`config.mk`:
```
export PLATFORM = sky130hd
export DESIGN_NAME = mips_mem_arbiter
export DESIGN_NICKNAME = d
export VERILOG_FILES = /design/src/rtl/mips_mem_pkg.sv /design/src/rtl/mips_mem_arbiter.sv
export SDC_FILE = /design/constraint.sdc
export NUM_CORES = 1
export LEC_CHECK = 0
export CAP_MARGIN = 10
export CORE_AREA = 2 2 104 116
export CTS_CLUSTER_SIZE = 12
export DETAILED_ROUTE_END_ITERATION = 10
export DIE_AREA = 0 0 106 118
export HOLD_SLACK_MARGIN = 0.06
export PLACE_DENSITY = 0.78
export SLEW_MARGIN = 10
export SYNTH_ARGS = -nofsm -noshare
export SYNTH_HDL_FRONTEND = slang
export SYNTH_SLANG_ARGS = --single-unit
```
`constraint.sdc`:
```
create_clock -name clk -period 2.2 [get_ports clk]
set_clock_uncertainty 0.2 [all_clocks]
set_input_delay 0.33 -clock clk [delete_from_list [all_inputs] [get_ports clk]]
set_output_delay 0.33 -clock clk [all_outputs]
set_load 0.01 [all_outputs]
```
`src/rtl/mips_mem_pkg.sv`:
```
// Shared encodings and default widths for the MIPS unified-memory arbiter.
package mips_mem_pkg;

  localparam int MIPS_AW = 10;
  localparam int MIPS_DW = 32;

  typedef enum logic [1:0] {
    IDLE  = 2'd0,
    ISSUE = 2'd1,
    WAIT  = 2'd2,
    RESP  = 2'd3
  } arb_state_t;

  typedef enum logic {
    OWN_IF = 1'b0,
    OWN_DM = 1'b1
  } owner_t;

endpackage

```
`src/rtl/mips_mem_arbiter.sv`:
```
// Single-port memory arbiter: IF and DM share one memory, one transaction in flight,
// DM has priority and IF is forced through after FAIR_LIMIT consecutive losses.
module mips_mem_arbiter
  import mips_mem_pkg::*;
#(
  parameter int AW         = MIPS_AW,
  parameter int DW         = MIPS_DW,
  parameter int MEM_LAT    = 1,
  parameter int FAIR_LIMIT = 4
) (
  input  logic          clk,
  input  logic          rst,
  input  logic          halt,
  input  logic          if_req,
  input  logic [AW-1:0] if_addr,
  output logic          if_gnt,
  output logic          if_rvalid,
  output logic [DW-1:0] if_rdata,
  input  logic          dm_req,
  input  logic          dm_we,
  input  logic [AW-1:0] dm_addr,
  input  logic [DW-1:0] dm_wdata,
  output logic          dm_gnt,
  output logic          dm_rvalid,
  output logic [DW-1:0] dm_rdata,
  output logic          m_en,
  output logic          m_we,
  output logic [AW-1:0] m_addr,
  output logic [DW-1:0] m_wdata,
  input  logic [DW-1:0] m_rdata,
  output logic          busy
);

  // Handshake: a requester holds req and its payload until its gnt pulse; the
  // matching rvalid pulses exactly once, MEM_LAT+1 cycles after that gnt.

  localparam int LW = (MEM_LAT > 1) ? $clog2(MEM_LAT) : 1;
  localparam int SW = $clog2(FAIR_LIMIT + 1);
  localparam logic [LW-1:0] LAT_INIT   = LW'(MEM_LAT - 1);
  localparam logic [SW-1:0] STARVE_MAX = SW'(FAIR_LIMIT);

  arb_state_t    state_q, state_d;
  owner_t        owner_q, owner_d;
  logic          own_we_q, own_we_d;
  logic [LW-1:0] lat_q, lat_d;
  logic [SW-1:0] starve_q, starve_d;

  logic          if_gnt_d, dm_gnt_d, if_rvalid_d, dm_rvalid_d;
  logic [DW-1:0] if_rdata_d, dm_rdata_d;
  logic          m_en_d, m_we_d, busy_d;
  logic [AW-1:0] m_addr_d;
  logic [DW-1:0] m_wdata_d;
  logic          arb;
  logic          if_win;

  assign if_win = if_req && (!dm_req || (starve_q == STARVE_MAX));

  always_comb begin
    state_d     = state_q;
    owner_d     = owner_q;
    own_we_d    = own_we_q;
    lat_d       = lat_q;
    starve_d    = starve_q;
    if_gnt_d    = 1'b0;
    dm_gnt_d    = 1'b0;
    if_rvalid_d = 1'b0;
    dm_rvalid_d = 1'b0;
    if_rdata_d  = if_rdata;
    dm_rdata_d  = dm_rdata;
    m_en_d      = 1'b0;
    m_we_d      = 1'b0;
    m_addr_d    = m_addr;
    m_wdata_d   = m_wdata;
    arb         = 1'b0;

    unique case (state_q)
      IDLE:  arb = 1'b1;
      ISSUE: begin
        state_d = WAIT;
        lat_d   = LAT_INIT;
      end
      WAIT: begin
        if (lat_q == '0) begin
          state_d = RESP;
          if (owner_q == OWN_DM) begin
            dm_rvalid_d = 1'b1;
            dm_rdata_d  = own_we_q ? '0 : m_rdata;
          end else begin
            if_rvalid_d = 1'b1;
            if_rdata_d  = m_rdata;
          end
        end else begin
          lat_d = lat_q - LW'(1);
        end
      end
      RESP:  arb = 1'b1;
      default: state_d = IDLE;
    endcase

    // Arbitration point: shared by IDLE and RESP so RESP can chain straight into ISSUE.
    if (arb) begin
      state_d = IDLE;
      if (!if_req) starve_d = '0;
      if (!halt && (if_req || dm_req)) begin
        state_d = ISSUE;
        m_en_d  = 1'b1;
        if (if_win) begin
          owner_d   = OWN_IF;
          own_we_d  = 1'b0;
          if_gnt_d  = 1'b1;
          m_addr_d  = if_addr;
          m_wdata_d = '0;
          starve_d  = '0;
        end else begin
          owner_d   = OWN_DM;
          own_we_d  = dm_we;
          dm_gnt_d  = 1'b1;
          m_we_d    = dm_we;
          m_addr_d  = dm_addr;
          m_wdata_d = dm_wdata;
          if (if_req && (starve_q != STARVE_MAX)) starve_d = starve_q + SW'(1);
        end
      end
    end

    busy_d = (state_d != IDLE);
  end

  always_ff @(posedge clk) begin
    if (rst) begin
      state_q   <= IDLE;
      owner_q   <= OWN_IF;
      own_we_q  <= 1'b0;
      lat_q     <= '0;
      starve_q  <= '0;
      if_gnt    <= 1'b0;
      dm_gnt    <= 1'b0;
      if_rvalid <= 1'b0;
      dm_rvalid <= 1'b0;
      if_rdata  <= '0;
      dm_rdata  <= '0;
      m_en      <= 1'b0;
      m_we      <= 1'b0;
      m_addr    <= '0;
      m_wdata   <= '0;
      busy      <= 1'b0;
    end else begin
      state_q   <= state_d;
      owner_q   <= owner_d;
      own_we_q  <= own_we_d;
      lat_q     <= lat_d;
      starve_q  <= starve_d;
      if_gnt    <= if_gnt_d;
      dm_gnt    <= dm_gnt_d;
      if_rvalid <= if_rvalid_d;
      dm_rvalid <= dm_rvalid_d;
      if_rdata  <= if_rdata_d;
      dm_rdata  <= dm_rdata_d;
      m_en      <= m_en_d;
      m_we      <= m_we_d;
      m_addr    <= m_addr_d;
      m_wdata   <= m_wdata_d;
      busy      <= busy_d;
    end
  end

endmodule

```
# After elaboration in Yosys (flattened, before gate mapping)
# Cells that the tools add are included.
[classes]
addsub = 2
n_eq_ne = 5
mux = 20
bitwise_logic = 5
n_reduce_logical = 17
[op_table]
columns = ["op", "count"]
rows = [
  ["32-bit 2-to-1 mux", 2],
  ["3-bit 2-to-1 mux", 4],
  ["10-bit 2-to-1 mux", 1],
  ["1-bit 2-to-1 mux", 9],
  ["3-bit AND reduction", 2],
  ["3-bit OR reduction", 2],
  ["1-bit NOT", 5],
  ["2-bit == test (second input constant)", 2],
  ["2-bit 2-to-1 mux", 2],
  ["2-bit case mux with 2 select lines", 1],
  ["2-bit nonzero test", 2],
  ["2-bit OR reduction", 2],
  ["3-bit by 1-bit adder with 3-bit output (second input constant)", 1],
  ["3-bit == test (second input constant)", 1],
  ["1-bit logical AND", 3],
  ["3-bit != test (second input constant)", 1],
  ["2-bit by 1-bit == test with 1-bit output (second input constant)", 1],
  ["1-bit zero test", 2],
  ["2-bit zero test", 1],
  ["1-bit logical OR", 2],
  ["1-bit case mux with 2 select lines", 1],
  ["2-bit AND reduction", 1],
  ["1-bit subtractor (second input constant)", 1],
]
[totals]
regBits = 121
out_inout_bits = 113

# Longest topological paths before layout
[logic_depth]
word_depth = 5
ltp_mapped = 7

# Worst setup path before layout
# Ideal clock, no wire load.
[synth_timing]
kind = "register -> register"
startpoint = "register state_q[0]"
endpoint = "register m_addr[3]"
setup_ps = 140
t_arrival_ps = 1290
t_required_ps = 1860
slack_ps = 571
path_stages_with_launch = 8
path_buffers = 2
synth_period_minus_slack_ps = 1629
path_cell_list = "dfxtp_1 inv_1 ha_1 inv_2 buf_2 nor2_1 buf_4 a311oi_2"
[synth_via]
elab_chain_len = 4
word_cells_on_any_way = 5
cone_classes = "eq/ne: 1; mux: 1; reduce/logical: 3"
[synth_rtl]
columns = ["element", "line", "source"]
rows = [
  ["start: declaration", "mips_mem_arbiter.sv:42", "arb_state_t state_q, state_d;"],
  ["start signal: assignment", "mips_mem_arbiter.sv:148", "state_q <= state_d;"],
  ["2-bit == test / 2-bit zero test (equally long branches)", "mips_mem_arbiter.sv:76", "unique case (state_q)"],
  ["2-bit OR reduction (no line) (*)", "n/a", ""],
  ["1-bit 2-to-1 mux (*)", "mips_mem_arbiter.sv:76", ""],
  ["2-bit AND reduction (no line) (*)", "n/a", ""],
  ["end signal: assignment", "mips_mem_arbiter.sv:161", "m_addr <= m_addr_d;"],
  ["end: declaration", "mips_mem_arbiter.sv:28", "output logic [AW-1:0] m_addr,"],
]
# Mark *: on every way between the ends. The rest lies on a longest branch, timed or not.
# A chain may end at the register's enable or synchronous reset.

# Worst setup path in the final report
[layout_timing]
startpoint = "register state_q[0]"
endpoint = "register m_wdata[27]"
[layout_via]
elab_chain_len = 4
word_cells_on_any_way = 5
cone_classes = "eq/ne: 1; mux: 1; reduce/logical: 3"
[layout_rtl]
columns = ["element", "line", "source"]
rows = [
  ["2-bit == test / 2-bit zero test (equally long branches)", "mips_mem_arbiter.sv:76", ""],
  ["2-bit OR reduction (no line) (*)", "n/a", ""],
  ["1-bit 2-to-1 mux (*)", "mips_mem_arbiter.sv:76", ""],
  ["2-bit AND reduction (no line) (*)", "n/a", ""],
  ["end signal: assignment", "mips_mem_arbiter.sv:162", "m_wdata <= m_wdata_d;"],
  ["end: declaration", "mips_mem_arbiter.sv:29", "output logic [DW-1:0] m_wdata,"],
]
# Marks and branches as above.

==> flow_summary.ini <==
[pwr]
p_sw_share_pct = 26.0
irDropWorstVdd_uv = 471
clkPwrFrac_pct = 44.0
p_leak_nw = 2.55
pwr-share-comb_pct = 17.9
p_seq_share_pct = 38.1
power_density_nw_per_um2 = 866
netSwitchingPower_w = 0.00164
internal_power_w = 0.00466

[placed_design]
post-place-ws_ns = 0.0539
post-dp-hpwl_um = 9740
portBuffers = 202
place.gp.congestion = 0.784

[drt]
vias_per_cell = 5.25
vias = 4406
drc = 0
ant_nets = 0
routedWlPerCell_um = 16.5
drt_iter0_drc = 237
totalWireLength_um = 13800
dr.pass1.iters = 6

[critical_path]
critPathArrivalTime_ns = 1.98
startpoint_type = flip-flop
rrSetupSlack_ns = 0.34
cp_max_fo = 22
worstSetupPathType = reg2reg
worstPathRequired_ns = 2.32
worstSetupEndpointType = flip-flop

[clocking]
path_clk_slew_ns = 0.05
clock_latency_ns = 0.40
ctsResizeCount = 0
cts_tree = yes
cts_htree_levels = 4
clock-sinks = 120
clk_path_buf_depth = 2
root_buffer = clkbuf_16
cts_made_buffers = 17

[yosys]
synth_flop_cell = dfxtp_1
async_reset_ff_share_pct = 0
synth_area_um2 = 4650
synth_edf_count = 0
synth_common_cells = dfxtp_1, nand2_1, a21oi_1
synth_area_leaders = dfxtp_1, a21oi_1, nand2_1, a22o_1, o21ai_0
yosysTopAreaCell = dfxtp_1
synth-seq-cells = 120
syn_nets = 579
yosysTopAreaCellShare_pct = 51.7
yosysUniqueCellTypes = 45
netlist_instances = 485
yosysMostFrequentCell = dfxtp_1
avgSynthCellArea_um2 = 9.58
yosysWarnings = 0
synth_sequential_area_ratio_pct = 51.7

[sta]
rsz0062_at_grt = no
setup_slack_ns = 0.344
tightest_slew_ns = 0.466
fin_crit_sh_pct = 84.4
period_minus_slack_ns = 1.86
finalHoldViolCount = 0
maxSlewHeadroom_pct = 68.9
finalSetupTns_ns = 0
max_freq_mhz = 539
final_max_slew_viol_count = 0
setup_viol = 0

[floorplanning]
fp.dieW_um = 106
core-area_um2 = 11300
start_util_pct = 41.0
dieArea_um2 = 12500
io_pins = 203
std_cell_rows = 41
die_h_um = 118

[layout]
antenna-diode-count = 0
seq_area_um2 = 2400
nets = 772
multi_input_area_um2 = 1910
area.growth.synth_to_final_pct = 56.7
drive_gt1_share_pct = 12.6
n_fill_cell = 927

[global_route]
overflow = 0
grt_pass1_vias = 4403
groute.usage.overall_pct = 22.3
antenna_found_initial = 0
grt_max_degree = 43
grt_pass1_wl_um = 22300

[run_status]
outcome = complete, no violations

[flow_run]
drv_cap = 0

[min_path]
min-delay-path-class = reg2reg
state kept, by name, indices dropped and copies added, names as in the netlist:
signal / count
if_rdata: 32
if_gnt: 1
owner_q: 1
busy: 1
m_addr: 10
own_we_q: 1
m_wdata: 32
dm_rvalid: 1
m_en: 1
dm_rdata: 32
m_we: 1
dm_gnt: 1
starve_q: 3
state_q: 2
if_rvalid: 1
placed cells by master (no fill, tap or decap), types with 3 or more instances in the layout:
cell	count
dfxtp_1	120
nor2_1	5
inv_1	5
a21oi_2	13
ha_1	4
a21oi_1	68
clkinvlp_4	4
a22o_1	30
nand2_1	71
bufinv_16	3
clkinv_4	3
a311oi_2	9
clkdlybuf4s50_1	201
clkbuf_16	17
nand3_2	11
o21ai_1	10
o21ai_0	35
buf_4	16
nand3_1	34
kinds of logic after synthesis:
group | synth area share, %
AOI/OAI and AO/OA | 25.5
and+or+nand+nor | 14.2
DFF | 51.7
buffers and inverters | 7.54
adders and majority gates | 1.08
final timing paths:
check / start / endpoint / depth (start not counted)
min reg2reg: if_rdata[27] / if_rdata[27] / 2
max reg2reg: state_q[0] / m_wdata[27] / 6
max: state_q[0] / m_wdata[27] / 6
min: if_rdata[27] / if_rdata[27] / 2
what timing repair did:
action                    4_1_cts  5_1_grt
setup buffers                   0        0
hold endpoints to repair        8        0
hold buffers                    1        0
stage by stage:
stage | util [%] | cells | area, µm² | total power [W] | hold slack (ns)
after floorplan | - | 485 | 4650 | 0.00303 | 0.206
after global placement | 58.9 | 808 | 6670 | 0.00354 | 0.242
after detailed placement | 58.9 | 808 | 6670 | 0.00357 | 0.247
after CTS | 64.2 | 840 | 7280 | 0.00637 | 0.254
after global routing | 64.2 | 840 | 7280 | 0.00657 | 0.274
final | 64.2 | 840 | 7280 | 0.00631 | 0.252
critical path, stage by stage, from the launching register on:
cell and delay, ns:
dfxtp_1 0.30, inv_1 0.05, ha_1 0.38, inv_2 0.28
buf_4 0.29, o21ai_0 0.12, a21oi_1 0.16
routing by layer:
metal  global-route usage (%)  vias up  share of wire [%]
met1                     26.6     2094                 41
met4                     7.65        0                1.8
met3                     6.59       22                6.9
met2                     38.0      180                 50
met5                        0        -                  0
li1                         -     2110                  -
power by group through the flow:
stage / Clock (W) / Sequential, W / Combinational [W]
after CTS: 0.00283 / 0.00240 / 0.00113
after floorplan: 0 / 0.00250 / 0.000525
final: 0.00278 / 0.00240 / 0.00113
after detailed placement: 0 / 0.00245 / 0.00113
after global placement: 0 / 0.00244 / 0.00110
after global routing: 0.00293 / 0.00242 / 0.00122
layout make-up:
cell class,instances,share of cell area (%)
Clock buffer,17,5.84
Multi-Input combinational cell,314,26.2
Timing Repair Buffer,219,29.7
Tap cell,150,2.58
Sequential cell,120,33.0
Clock inverter,14,2.39
Inverter,6,0.309
(Power assumes the default switching activity.)
